$ cat src/rtl/instr_fetch_unit_if.sv
`default_nettype none
// ---------------------------------------------------------------------------
// instr_fetch_unit_if : imem req/ack bus plus controller/datapath handoff
// Revision: 1.0
// ---------------------------------------------------------------------------
interface instr_fetch_unit_if;
  logic        imem_req;
  logic [31:0] imem_addr;
  logic        imem_ack;
  logic [31:0] imem_data;
  logic        pc_src;
  logic [31:0] branch_offset;
  logic        stall;
  logic [31:0] instruction;
  logic [5:0]  op;
  logic [5:0]  func;
  logic [31:0] pc;
  logic [31:0] pc_plus4;
  logic        instr_valid;
  logic [31:0] instr_count;
  logic        fault;

  // fetch unit side
  modport master (
    output imem_req, imem_addr, instruction, op, func, pc, pc_plus4,
           instr_valid, instr_count, fault,
    input  imem_ack, imem_data, pc_src, branch_offset, stall
  );

  // memory / controller / datapath side
  modport slave (
    input  imem_req, imem_addr, instruction, op, func, pc, pc_plus4,
           instr_valid, instr_count, fault,
    output imem_ack, imem_data, pc_src, branch_offset, stall
  );
endinterface
`default_nettype wire

$ cat src/rtl/instr_fetch_unit.sv
`default_nettype none
// ---------------------------------------------------------------------------
// instr_fetch_unit : PC holder and one-at-a-time instruction fetch with
//                    retire counter and sticky fetch-timeout fault
// Revision: 1.0
// ---------------------------------------------------------------------------
module instr_fetch_unit #(
  parameter logic [31:0] RESET_PC = 32'h0000_0000,
  parameter logic [7:0]  TIMEOUT  = 8'd255
) (
  input  wire logic           clk,
  input  wire logic           rst,
  instr_fetch_unit_if.master  bus
);

  typedef enum logic [1:0] {
    S_IDLE  = 2'd0,
    S_WAIT  = 2'd1,
    S_VALID = 2'd2,
    S_FAULT = 2'd3
  } state_t;

  localparam logic [31:0] c_reset_pc = {RESET_PC[31:2], 2'b00};

  state_t      r_state;
  logic        r_req;
  logic [31:0] r_addr;
  logic [31:0] r_pc;
  logic [31:0] r_instr;
  logic        r_valid;
  logic [31:0] r_count;
  logic        r_fault;
  logic [7:0]  r_wait_cnt;

  logic [31:0] w_pc_plus4;
  logic [31:0] w_branch_off;
  logic [31:0] w_next_pc;
  logic [7:0]  w_cnt_next;
  logic        w_timeout_hit;
  logic        w_unused_ok;

  assign w_pc_plus4    = r_pc + 32'd4;
  // word offset to byte offset; the top two offset bits fall off
  assign w_branch_off  = {bus.branch_offset[29:0], 2'b00};
  assign w_next_pc     = bus.pc_src ? (w_pc_plus4 + w_branch_off) : w_pc_plus4;
  assign w_cnt_next    = r_wait_cnt + 8'd1;
  assign w_timeout_hit = (TIMEOUT != 8'd0) && (w_cnt_next == TIMEOUT);
  assign w_unused_ok   = &{1'b0, bus.branch_offset[31:30]};

  always_ff @(posedge clk or posedge rst) begin
    if (rst) begin
      r_state    <= S_IDLE;
      r_req      <= 1'b0;
      r_addr     <= c_reset_pc;
      r_pc       <= c_reset_pc;
      r_instr    <= 32'd0;
      r_valid    <= 1'b0;
      r_count    <= 32'd0;
      r_fault    <= 1'b0;
      r_wait_cnt <= 8'd0;
    end else begin
      case (r_state)
        S_IDLE: begin
          r_req      <= 1'b1;
          r_addr     <= r_pc;
          r_wait_cnt <= 8'd0;
          r_state    <= S_WAIT;
        end
        S_WAIT: begin
          // an ack on the final allowed cycle takes priority over the fault
          if (bus.imem_ack) begin
            r_instr <= bus.imem_data;
            r_req   <= 1'b0;
            r_valid <= 1'b1;
            r_state <= S_VALID;
          end else begin
            r_wait_cnt <= w_cnt_next;
            if (w_timeout_hit) begin
              r_fault <= 1'b1;
              r_req   <= 1'b0;
              r_state <= S_FAULT;
            end
          end
        end
        S_VALID: begin
          if (!bus.stall) begin
            r_pc    <= w_next_pc;
            r_count <= r_count + 32'd1;
            r_valid <= 1'b0;
            r_state <= S_IDLE;
          end
        end
        S_FAULT: begin
          r_req   <= 1'b0;
          r_valid <= 1'b0;
        end
        default: r_state <= S_FAULT;
      endcase
    end
  end

  // an empty slot must decode as the controller's inert default, never as sll
  assign bus.op          = r_valid ? r_instr[31:26] : 6'b111111;
  assign bus.func        = r_valid ? r_instr[5:0]   : 6'b000000;
  assign bus.imem_req    = r_req;
  assign bus.imem_addr   = r_addr;
  assign bus.instruction = r_instr;
  assign bus.pc          = r_pc;
  assign bus.pc_plus4    = w_pc_plus4;
  assign bus.instr_valid = r_valid;
  assign bus.instr_count = r_count;
  assign bus.fault       = r_fault;

endmodule
`default_nettype wire
$ cat src/flat_wrapper.sv
// flat-port wrapper written by rule: the top's interface ports become plain ports
module instr_fetch_unit_flat 
#(
  parameter logic [31:0] RESET_PC = 32'h0000_0000,
  parameter logic [7:0]  TIMEOUT  = 8'd255
)
  (clk, rst, bus_imem_req, bus_imem_addr, bus_instruction, bus_op, bus_func, bus_pc, bus_pc_plus4, bus_instr_valid, bus_instr_count, bus_fault, bus_imem_ack, bus_imem_data, bus_pc_src, bus_branch_offset, bus_stall);
  instr_fetch_unit_if bus_i ();
  input  wire logic clk;
  input  wire logic rst;
  output wire logic [$bits(bus_i.imem_req)-1:0] bus_imem_req;
  output wire logic [$bits(bus_i.imem_addr)-1:0] bus_imem_addr;
  output wire logic [$bits(bus_i.instruction)-1:0] bus_instruction;
  output wire logic [$bits(bus_i.op)-1:0] bus_op;
  output wire logic [$bits(bus_i.func)-1:0] bus_func;
  output wire logic [$bits(bus_i.pc)-1:0] bus_pc;
  output wire logic [$bits(bus_i.pc_plus4)-1:0] bus_pc_plus4;
  output wire logic [$bits(bus_i.instr_valid)-1:0] bus_instr_valid;
  output wire logic [$bits(bus_i.instr_count)-1:0] bus_instr_count;
  output wire logic [$bits(bus_i.fault)-1:0] bus_fault;
  input wire logic [$bits(bus_i.imem_ack)-1:0] bus_imem_ack;
  input wire logic [$bits(bus_i.imem_data)-1:0] bus_imem_data;
  input wire logic [$bits(bus_i.pc_src)-1:0] bus_pc_src;
  input wire logic [$bits(bus_i.branch_offset)-1:0] bus_branch_offset;
  input wire logic [$bits(bus_i.stall)-1:0] bus_stall;
  assign bus_imem_req = bus_i.imem_req;
  assign bus_imem_addr = bus_i.imem_addr;
  assign bus_instruction = bus_i.instruction;
  assign bus_op = bus_i.op;
  assign bus_func = bus_i.func;
  assign bus_pc = bus_i.pc;
  assign bus_pc_plus4 = bus_i.pc_plus4;
  assign bus_instr_valid = bus_i.instr_valid;
  assign bus_instr_count = bus_i.instr_count;
  assign bus_fault = bus_i.fault;
  assign bus_i.imem_ack = bus_imem_ack;
  assign bus_i.imem_data = bus_imem_data;
  assign bus_i.pc_src = bus_pc_src;
  assign bus_i.branch_offset = bus_branch_offset;
  assign bus_i.stall = bus_stall;
  instr_fetch_unit #(.RESET_PC(RESET_PC), .TIMEOUT(TIMEOUT)) u_core (.clk(clk), .rst(rst), .bus(bus_i));
endmodule
$ cat config.mk
export PLATFORM = sky130hd
export DESIGN_NAME = instr_fetch_unit_flat
export DESIGN_NICKNAME = d
export VERILOG_FILES = /design/src/rtl/instr_fetch_unit_if.sv /design/src/rtl/instr_fetch_unit.sv /design/src/flat_wrapper.sv
export SDC_FILE = /design/constraint.sdc
export NUM_CORES = 1
export LEC_CHECK = 0
export ABC_AREA = 0
export CAP_MARGIN = 20
export CORE_ASPECT_RATIO = 0.8
export CORE_UTILIZATION = 52
export CTS_CLUSTER_DIAMETER = 200
export CTS_CLUSTER_SIZE = 25
export DETAILED_ROUTE_END_ITERATION = 8
export HOLD_SLACK_MARGIN = 0.05
export MAX_ROUTING_LAYER = met4
export PLACE_DENSITY = 0.87
export RECOVER_POWER = 100
export SYNTH_ARGS = -nofsm -noshare
export SYNTH_HDL_FRONTEND = slang
export SYNTH_SLANG_ARGS = --single-unit
$ cat constraint.sdc
create_clock -name clk -period 10.2 [get_ports clk]
set_clock_uncertainty 0.1 [all_clocks]
set_input_delay 2.04 -clock clk [delete_from_list [all_inputs] [get_ports clk]]
set_output_delay 2.04 -clock clk [all_outputs]
set_load 0.01 [all_outputs]
==> results of run 1 <==
-- critical path, stage by stage --
cell,delay (ns)
dlygate4sd3_1,0.54
clkinvlp_2,2.07
clkbuf_1,2.11
-- power by group through the flow --
stage	clock [uW]	combinational, uW	sequential, uW
after global routing	631	1710	987
after detailed placement	0	1660	971
after CTS	606	1670	964
final	595	1580	958
after global placement	0	1620	958
after floorplan	0	893	969
-- final cells by class --
| type | count | area share (%) |
|---|---|---|
| Clock buffer | 18 | 3.76 |
| Clock inverter | 14 | 1.22 |
| Inverter | 21 | 0.702 |
| Multi-Input combinational cell | 679 | 41.1 |
| Sequential cell | 137 | 30.1 |
| Tap cell | 215 | 2.36 |
| Timing Repair Buffer | 240 | 20.8 |
-- worst paths after layout --
check	to	slack, ns	cells past startpoint	start
worst max-delay path	u_core.bus.pc[26]$_DFFE_PP0P_	3.20	3	rst
worst min-delay path	u_core.bus.fault$_DFFE_PP0P_	0.36	1	u_core.bus.fault$_DFFE_PP0P_
worst max register to register	u_core.bus.pc[28]$_DFFE_PP0P_	5.17	13	u_core.bus.pc[4]$_DFFE_PP0P_
worst min register to register	u_core.bus.fault$_DFFE_PP0P_	0.36	1	u_core.bus.fault$_DFFE_PP0P_
max in group clk	u_core.bus.instr_count[26]$_DFFE_PP0P_	4.05	10	bus_stall
min in group asynchronous	u_core.bus.instruction[21]$_DFFE_PP0P_	3.07	2	rst
-- layer usage --
metal	track usage, %	share of wire [%]
met1	39.2	45
met2	43.2	46
met3	4.80	6.3
met4	9.47	2.0
met5	-	0
-- registers in the layout, indices dropped and copies added, names as in the netlist --
register and cells:
u_core.bus.instr_count 32, u_core.bus.instruction 32, u_core.bus.imem_addr 30, u_core.bus.pc 30, u_core.r_wait_cnt 8, u_core.r_state 2
u_core.bus.fault 1, u_core.bus.imem_req 1, u_core.bus.instr_valid 1
-- metrics by stage --
| step | hold slack (ns) | total power (uW) | area, sq um | cells | setup WS [ns] |
|---|---|---|---|---|---|
| 6_report | 0.359 | 3130 | 11400 | 1324 | 3.20 |
| 5_1_grt | 0.383 | 3330 | 11400 | 1324 | 2.24 |
| 3_3_place_gp | 0.343 | 2580 | 10900 | 1292 | 4.84 |
| 4_1_cts | 0.367 | 3240 | 11500 | 1324 | 4.31 |
| 2_1_floorplan | 0.368 | 1860 | 8480 | 894 | 4.39 |
| 3_5_place_dp | 0.351 | 2630 | 10900 | 1292 | 4.82 |
-- cells in the final DEF, fill, tap and decap left out, types with 8 or more instances in the layout --
master and instances:
a21o_1 25, nand3_1 36, xnor2_1 55, inv_1 20
and4_1 8, a21oi_1 42, mux2_2 59, xor2_1 23
nor2_1 49, and3_1 14, nor3_1 18, dlygate4sd3_1 168
nor4_1 8, nand2b_1 8, ha_1 40, nand2_1 81
o21ai_0 68, a31oi_1 8, nand4_1 29, dfrtp_1 137
clkdlybuf4s50_1 66, clkbuf_16 17
-- kinds of logic (layout without fill, tap and decap cells) --
family                   after synthesis  in the layout  synth area share [%]
multiplexers                          68             68                  8.96
XOR/XNOR                              78             78                  8.07
buffers and inverters                 78            293                  3.99
AO/OA/AOI/OAI                        195            195                  14.3
other                                  1              6                0.0443
AND/OR/NAND/NOR                      291            291                  18.0
adder cells (fa/ha/maj)               41             41                  6.15
flip-flops                           137            137                  40.5
==> results.py, run 1 <==
metrics = {
    "status": {
        "outcome": "finished, violations left",
        "failed_checks": "max-capacitance violations, max-slew violations",
    },
    "clocking": {
        "cts_tree": "yes",
        "clock_path_buffers": 2,
        "clkSinkCount": 137,
        "postCtsSetupBuffers": 0,
        "numCtsBuffers": 17,
        "clk_latency_ns": 0.42,
        "htreeDepth": 4,
        "ctsResizeCount": 0,
        "cts_root_buffer": "clkbuf_16",
        "hold_buffers": 0,
        "clk_transition_reported_paths_ns": 0.06,
    },
    "logic_synthesis": {
        "synth.most_common_cell": "dfrtp_1",
        "synth_async_sr_flop_share_pct": 100,
        "synth-edff-count": 0,
        "yosysSeqAreaShare_pct": 40.5,
        "netlist_top_cells_area": "dfrtp_1 (41%), mux2_2 (8.2%), ha_1 (5.9%)",
        "synth-warning-count": 0,
        "synth_area_sq_um": 8460,
        "avgSynthCellArea_sq_um": 9.52,
        "synthTopCellsByCount": "dfrtp_1 (137), nand2_1 (81), o21ai_0 (67)",
        "synth_cells": 889,
        "synth_ff_type": "dfrtp_1",
        "yosysTopAreaCellShare_pct": 40.5,
        "yosys.area.top_type": "dfrtp_1",
        "synth_seq_cells": 137,
        "synth.distinct_cells": 67,
    },
    "placement": {
        "port_buffers": 235,
        "routabilityCongestion": 0.944,
        "place_hpwl_um": 16600,
    },
    "layout": {
        "seq_area_sq_um": 3430,
        "syn_to_final_growth_pct": 34.7,
        "drive_gt1_share_pct": 9.65,
        "nFillCells": 1167,
        "utilization_pct": 71.9,
        "multi_input_area_sq_um": 4690,
        "diodes": 0,
        "nets": 1206,
    },
    "timing": {
        "finalHoldViolCount": 0,
        "worst_pin_slew_ns": 3.68,
        "setup-tns-final_ns": 0,
        "rsz0062_at_grt": "false",
        "drv_slew": 290,
        "maxSlewHeadroom_pct": -147,
        "fmax_mhz": 143,
        "finalCritPeriodShare_pct": 68.6,
        "setup_viol": 0,
        "min_period_ns": 7.00,
    },
    "power": {
        "ir_drop_uv": 125,
        "p_seq_share_pct": 30.6,
        "power.share.switching_pct": 40.3,
        "p_comb_share_pct": 50.4,
        "pwr_density_cell_nw_per_um2": 275,
        "total_leakage_power_uw": 0.00503,
        "p_int_uw": 1870,
        "netSwitchingPower_uw": 1260,
        "power_frac_clock_pct": 19.0,
    },
    "setup_path": {
        "crit_type": "in -> async",
        "endpoint_kind": "asynchronous set/reset pin",
        "cp-start-kind": "input pin",
        "crit_arrival_ns": 6.81,
        "crit_required_ns": 10.02,
        "cp_max_fo": 87,
    },
    "route": {
        "routedWlPerCell_um": 17.3,
        "drt_iter0_markers": 636,
        "drtAntennaViolNets": 0,
        "drt_pass1_iterations": 5,
        "drc_errors": 0,
        "vias_per_cell": 5.79,
        "dr_total_vias": 7662,
        "wirelength_um": 22900,
    },
    "global_routing": {
        "grt_overflow": 0,
        "grt_pass1_vias": 7054,
        "grt_pass1_wl_um": 35900,
        "grt_max_degree": 88,
        "track_usage_pct": 28.6,
        "antenna_found_initial": 0,
    },
    "floorplan": {
        "core_region_area_sq_um": 15900,
        "die_x_um": 145,
        "die_h_um": 116,
        "initial_core_util_pct": 53.4,
        "io_pins": 244,
        "die_area_sq_um": 16800,
        "fp-row-count": 41,
    },
    "run": {
        "drv_cap": 6,
    },
    "hold_path": {
        "hold_path.class": "reg -> reg",
    },
}
(Power assumes the default switching activity.)
==> run 2: changes to the inputs <==
Settings changed: CORE_UTILIZATION 52 to 44, PLACE_DENSITY 0.87 to 0.79.
Clock period 10.2 ns to 5.85 ns, I/O delays scaled along.
==> results.py, run 2 (synthesis gave the netlist of run 1 again) <==
metrics = {
    "setup_path": {
        "rr_startpoint": "u_core.bus.pc[5]$_DFFE_PP0P_",
        "cp-start-kind": "flip-flop",
        "cpPeakStageDelay_ns": 1.02,
        "path_buf_inv": 1,
        "cp_cell_sequence": "and4_1 > nand4_1 > nor4_1 > nand3_1 > xnor2_1 > dlygate4sd3_1",
        "crit_arrival_ns": 4.02,
        "endpoint_kind": "output pin",
        "cp-startpoint": "u_core.bus.pc[5]$_DFFE_PP0P_",
        "reg2reg_depth": 13,
        "cp_max_fo": 8,
        "crit_type": "reg -> out",
        "crit_cells": 6,
        "crit_required_ns": 4.58,
        "crit_family": "simple AND/OR/NAND/NOR gates",
        "slowest_stage": "nor4_1",
    },
    "floorplan": {
        "die_area_sq_um": 19800,
        "die_h_um": 126,
        "io_pins": 244,
        "die_x_um": 157,
        "fp-row-count": 44,
        "core_region_area_sq_um": 18500,
        "initial_core_util_pct": 45.8,
    },
    "placement": {
        "port_buffers": 235,
        "dp_cells": 1330,
        "routabilityCongestion": 0.870,
        "placed_cell_area_sq_um": 10900,
        "place_hpwl_um": 17300,
    },
    "layout": {
        "instances_no_fill": 1362,
        "final_cell_mix": "dlygate4sd3_1 (171), dfrtp_1 (137), nand2_1 (81)",
        "diodes": 0,
        "nets": 1206,
        "syn_to_final_growth_pct": 35.7,
        "finish.instance_area_sq_um": 11500,
        "nFillCells": 1579,
        "final_common_cell": "dlygate4sd3_1",
        "drive_gt1_share_pct": 9.92,
    },
    "route": {
        "drtAntennaViolNets": 0,
        "drt_pass1_iterations": 6,
        "dr_total_vias": 7549,
        "met2_length_um": 10900,
        "routed-wl-met3_um": 1440,
        "vias_per_cell": 5.54,
        "drt_iter0_markers": 669,
        "wl_met1_um": 10800,
        "wirelength_um": 23500,
        "routedWlPerCell_um": 17.3,
        "drc_errors": 0,
        "top_layer_used": "met4",
    },
    "timing": {
        "finalHoldViolCount": 0,
        "worst_pin_slew_ns": 2.38,
        "setup-tns-final_ns": 0,
        "fmax_mhz": 189,
        "rsz0062_at_grt": "false",
        "drv_slew": 212,
        "setup_viol": 0,
        "maxSlewHeadroom_pct": -58.5,
        "finalCritPeriodShare_pct": 90.4,
        "min_period_ns": 5.29,
    },
    "hold_path": {
        "hold_depth": 1,
        "hold_path.class": "reg -> reg",
        "hp-start": "u_core.bus.instr_count[31]$_DFFE_PP0P_",
    },
    "clocking": {
        "ctsResizeCount": 0,
        "hold_buffers": 0,
        "clk_latency_ns": 0.42,
        "clk_transition_reported_paths_ns": 0.07,
        "clkSinkCount": 137,
        "htreeDepth": 4,
        "clock_path_buffers": 2,
        "numCtsBuffers": 17,
        "cts_root_buffer": "clkbuf_16",
        "postCtsSetupBuffers": 0,
        "cts_tree": "yes",
    },
    "power": {
        "pwr_density_cell_nw_per_um2": 479,
        "total_leakage_power_uw": 0.00506,
        "ir_drop_uv": 224,
    },
    "global_routing": {
        "grt_overflow": 0,
        "antenna_found_initial": 0,
        "track_usage_pct": 24.7,
        "grt_max_degree": 107,
        "grt_pass1_wl_um": 37000,
        "grt_pass1_vias": 7083,
    },
    "status": {
        "outcome": "finished, violations left",
        "failed_checks": "max-capacitance violations, max-slew violations",
    },
    "run": {
        "drv_cap": 4,
    },
}
-- run 2: changes by cell type in the layout (fill, tap and decap cells not counted), sizes merged --
cell,before,now
dlygate4sd3,168,171
inv,27,29
clkbuf,22,20
buf,2,3
clkinvlp,4,3
clkdlybuf4s50,66,63
-- run 2: where the power goes --
group | switching, uW | internal [uW] | total, uW
logic | 1370 | 1370 | 2740
clock network | 481 | 611 | 1090
registers | 377 | 1290 | 1660
-- run 2: worst reg2reg max path, cell delays in order (launching register included) --
cell      delay, ns
dfrtp_1        0.47
and4_1         0.39
nand4_1        0.37
nor4_1         1.02
nand3_1        0.25
xnor2_1        0.42
ha_1           0.33
a21oi_1        0.33
o21ai_0        0.20
a21o_1         0.20
a21o_1         0.16
a221oi_1       0.42
nor4b_1        0.12
a211o_1        0.25
-- run 2: per-layer routing --
layer  up-vias  global-route usage [%]
met5         -                       -
met4         0                    7.08
met1      3628                    33.9
met2       284                    37.0
li1       3612                       -
met3        25                    4.47
-- run 2: cell type report --
type | instances | area (sq um) | share of cell area [%]
clock buffer | 17 | 425 | 3.70
sequential | 137 | 3430 | 29.9
timing repair buffer | 240 | 2370 | 20.7
multi-input combinational | 679 | 4680 | 40.8
clock inverter | 15 | 175 | 1.53
inverter | 21 | 82.6 | 0.719
tap | 253 | 317 | 2.76
-- run 2: per-stage QoR --
stage | util (%) | hold slack (ns) | total power, uW | setup slack, ns
after detailed placement | 59.1 | 0.356 | 4590 | 1.29
after CTS | 62.4 | 0.372 | 5710 | 0.795
final | 62.1 | 0.370 | 5500 | 0.564
after global placement | 59.1 | 0.351 | 4530 | 1.34
after global routing | 62.1 | 0.387 | 5840 | 0.343
after floorplan | - | 0.368 | 3250 | 0.912
-- run 2: worst paths after layout --
check / slack [ns] / end
max in group asynchronous: 1.22 / u_core.bus.imem_addr[31]$_DFFE_PP0P_
setup reg to reg: 0.70 / u_core.bus.pc[28]$_DFFE_PP0P_
hold / removal: 0.37 / u_core.bus.instr_count[31]$_DFFE_PP0P_
setup / recovery: 0.56 / bus_pc_plus4[21]
min in group asynchronous: 1.83 / u_core.bus.instruction[20]$_DFFE_PP0P_
hold reg to reg: 0.37 / u_core.bus.instr_count[31]$_DFFE_PP0P_
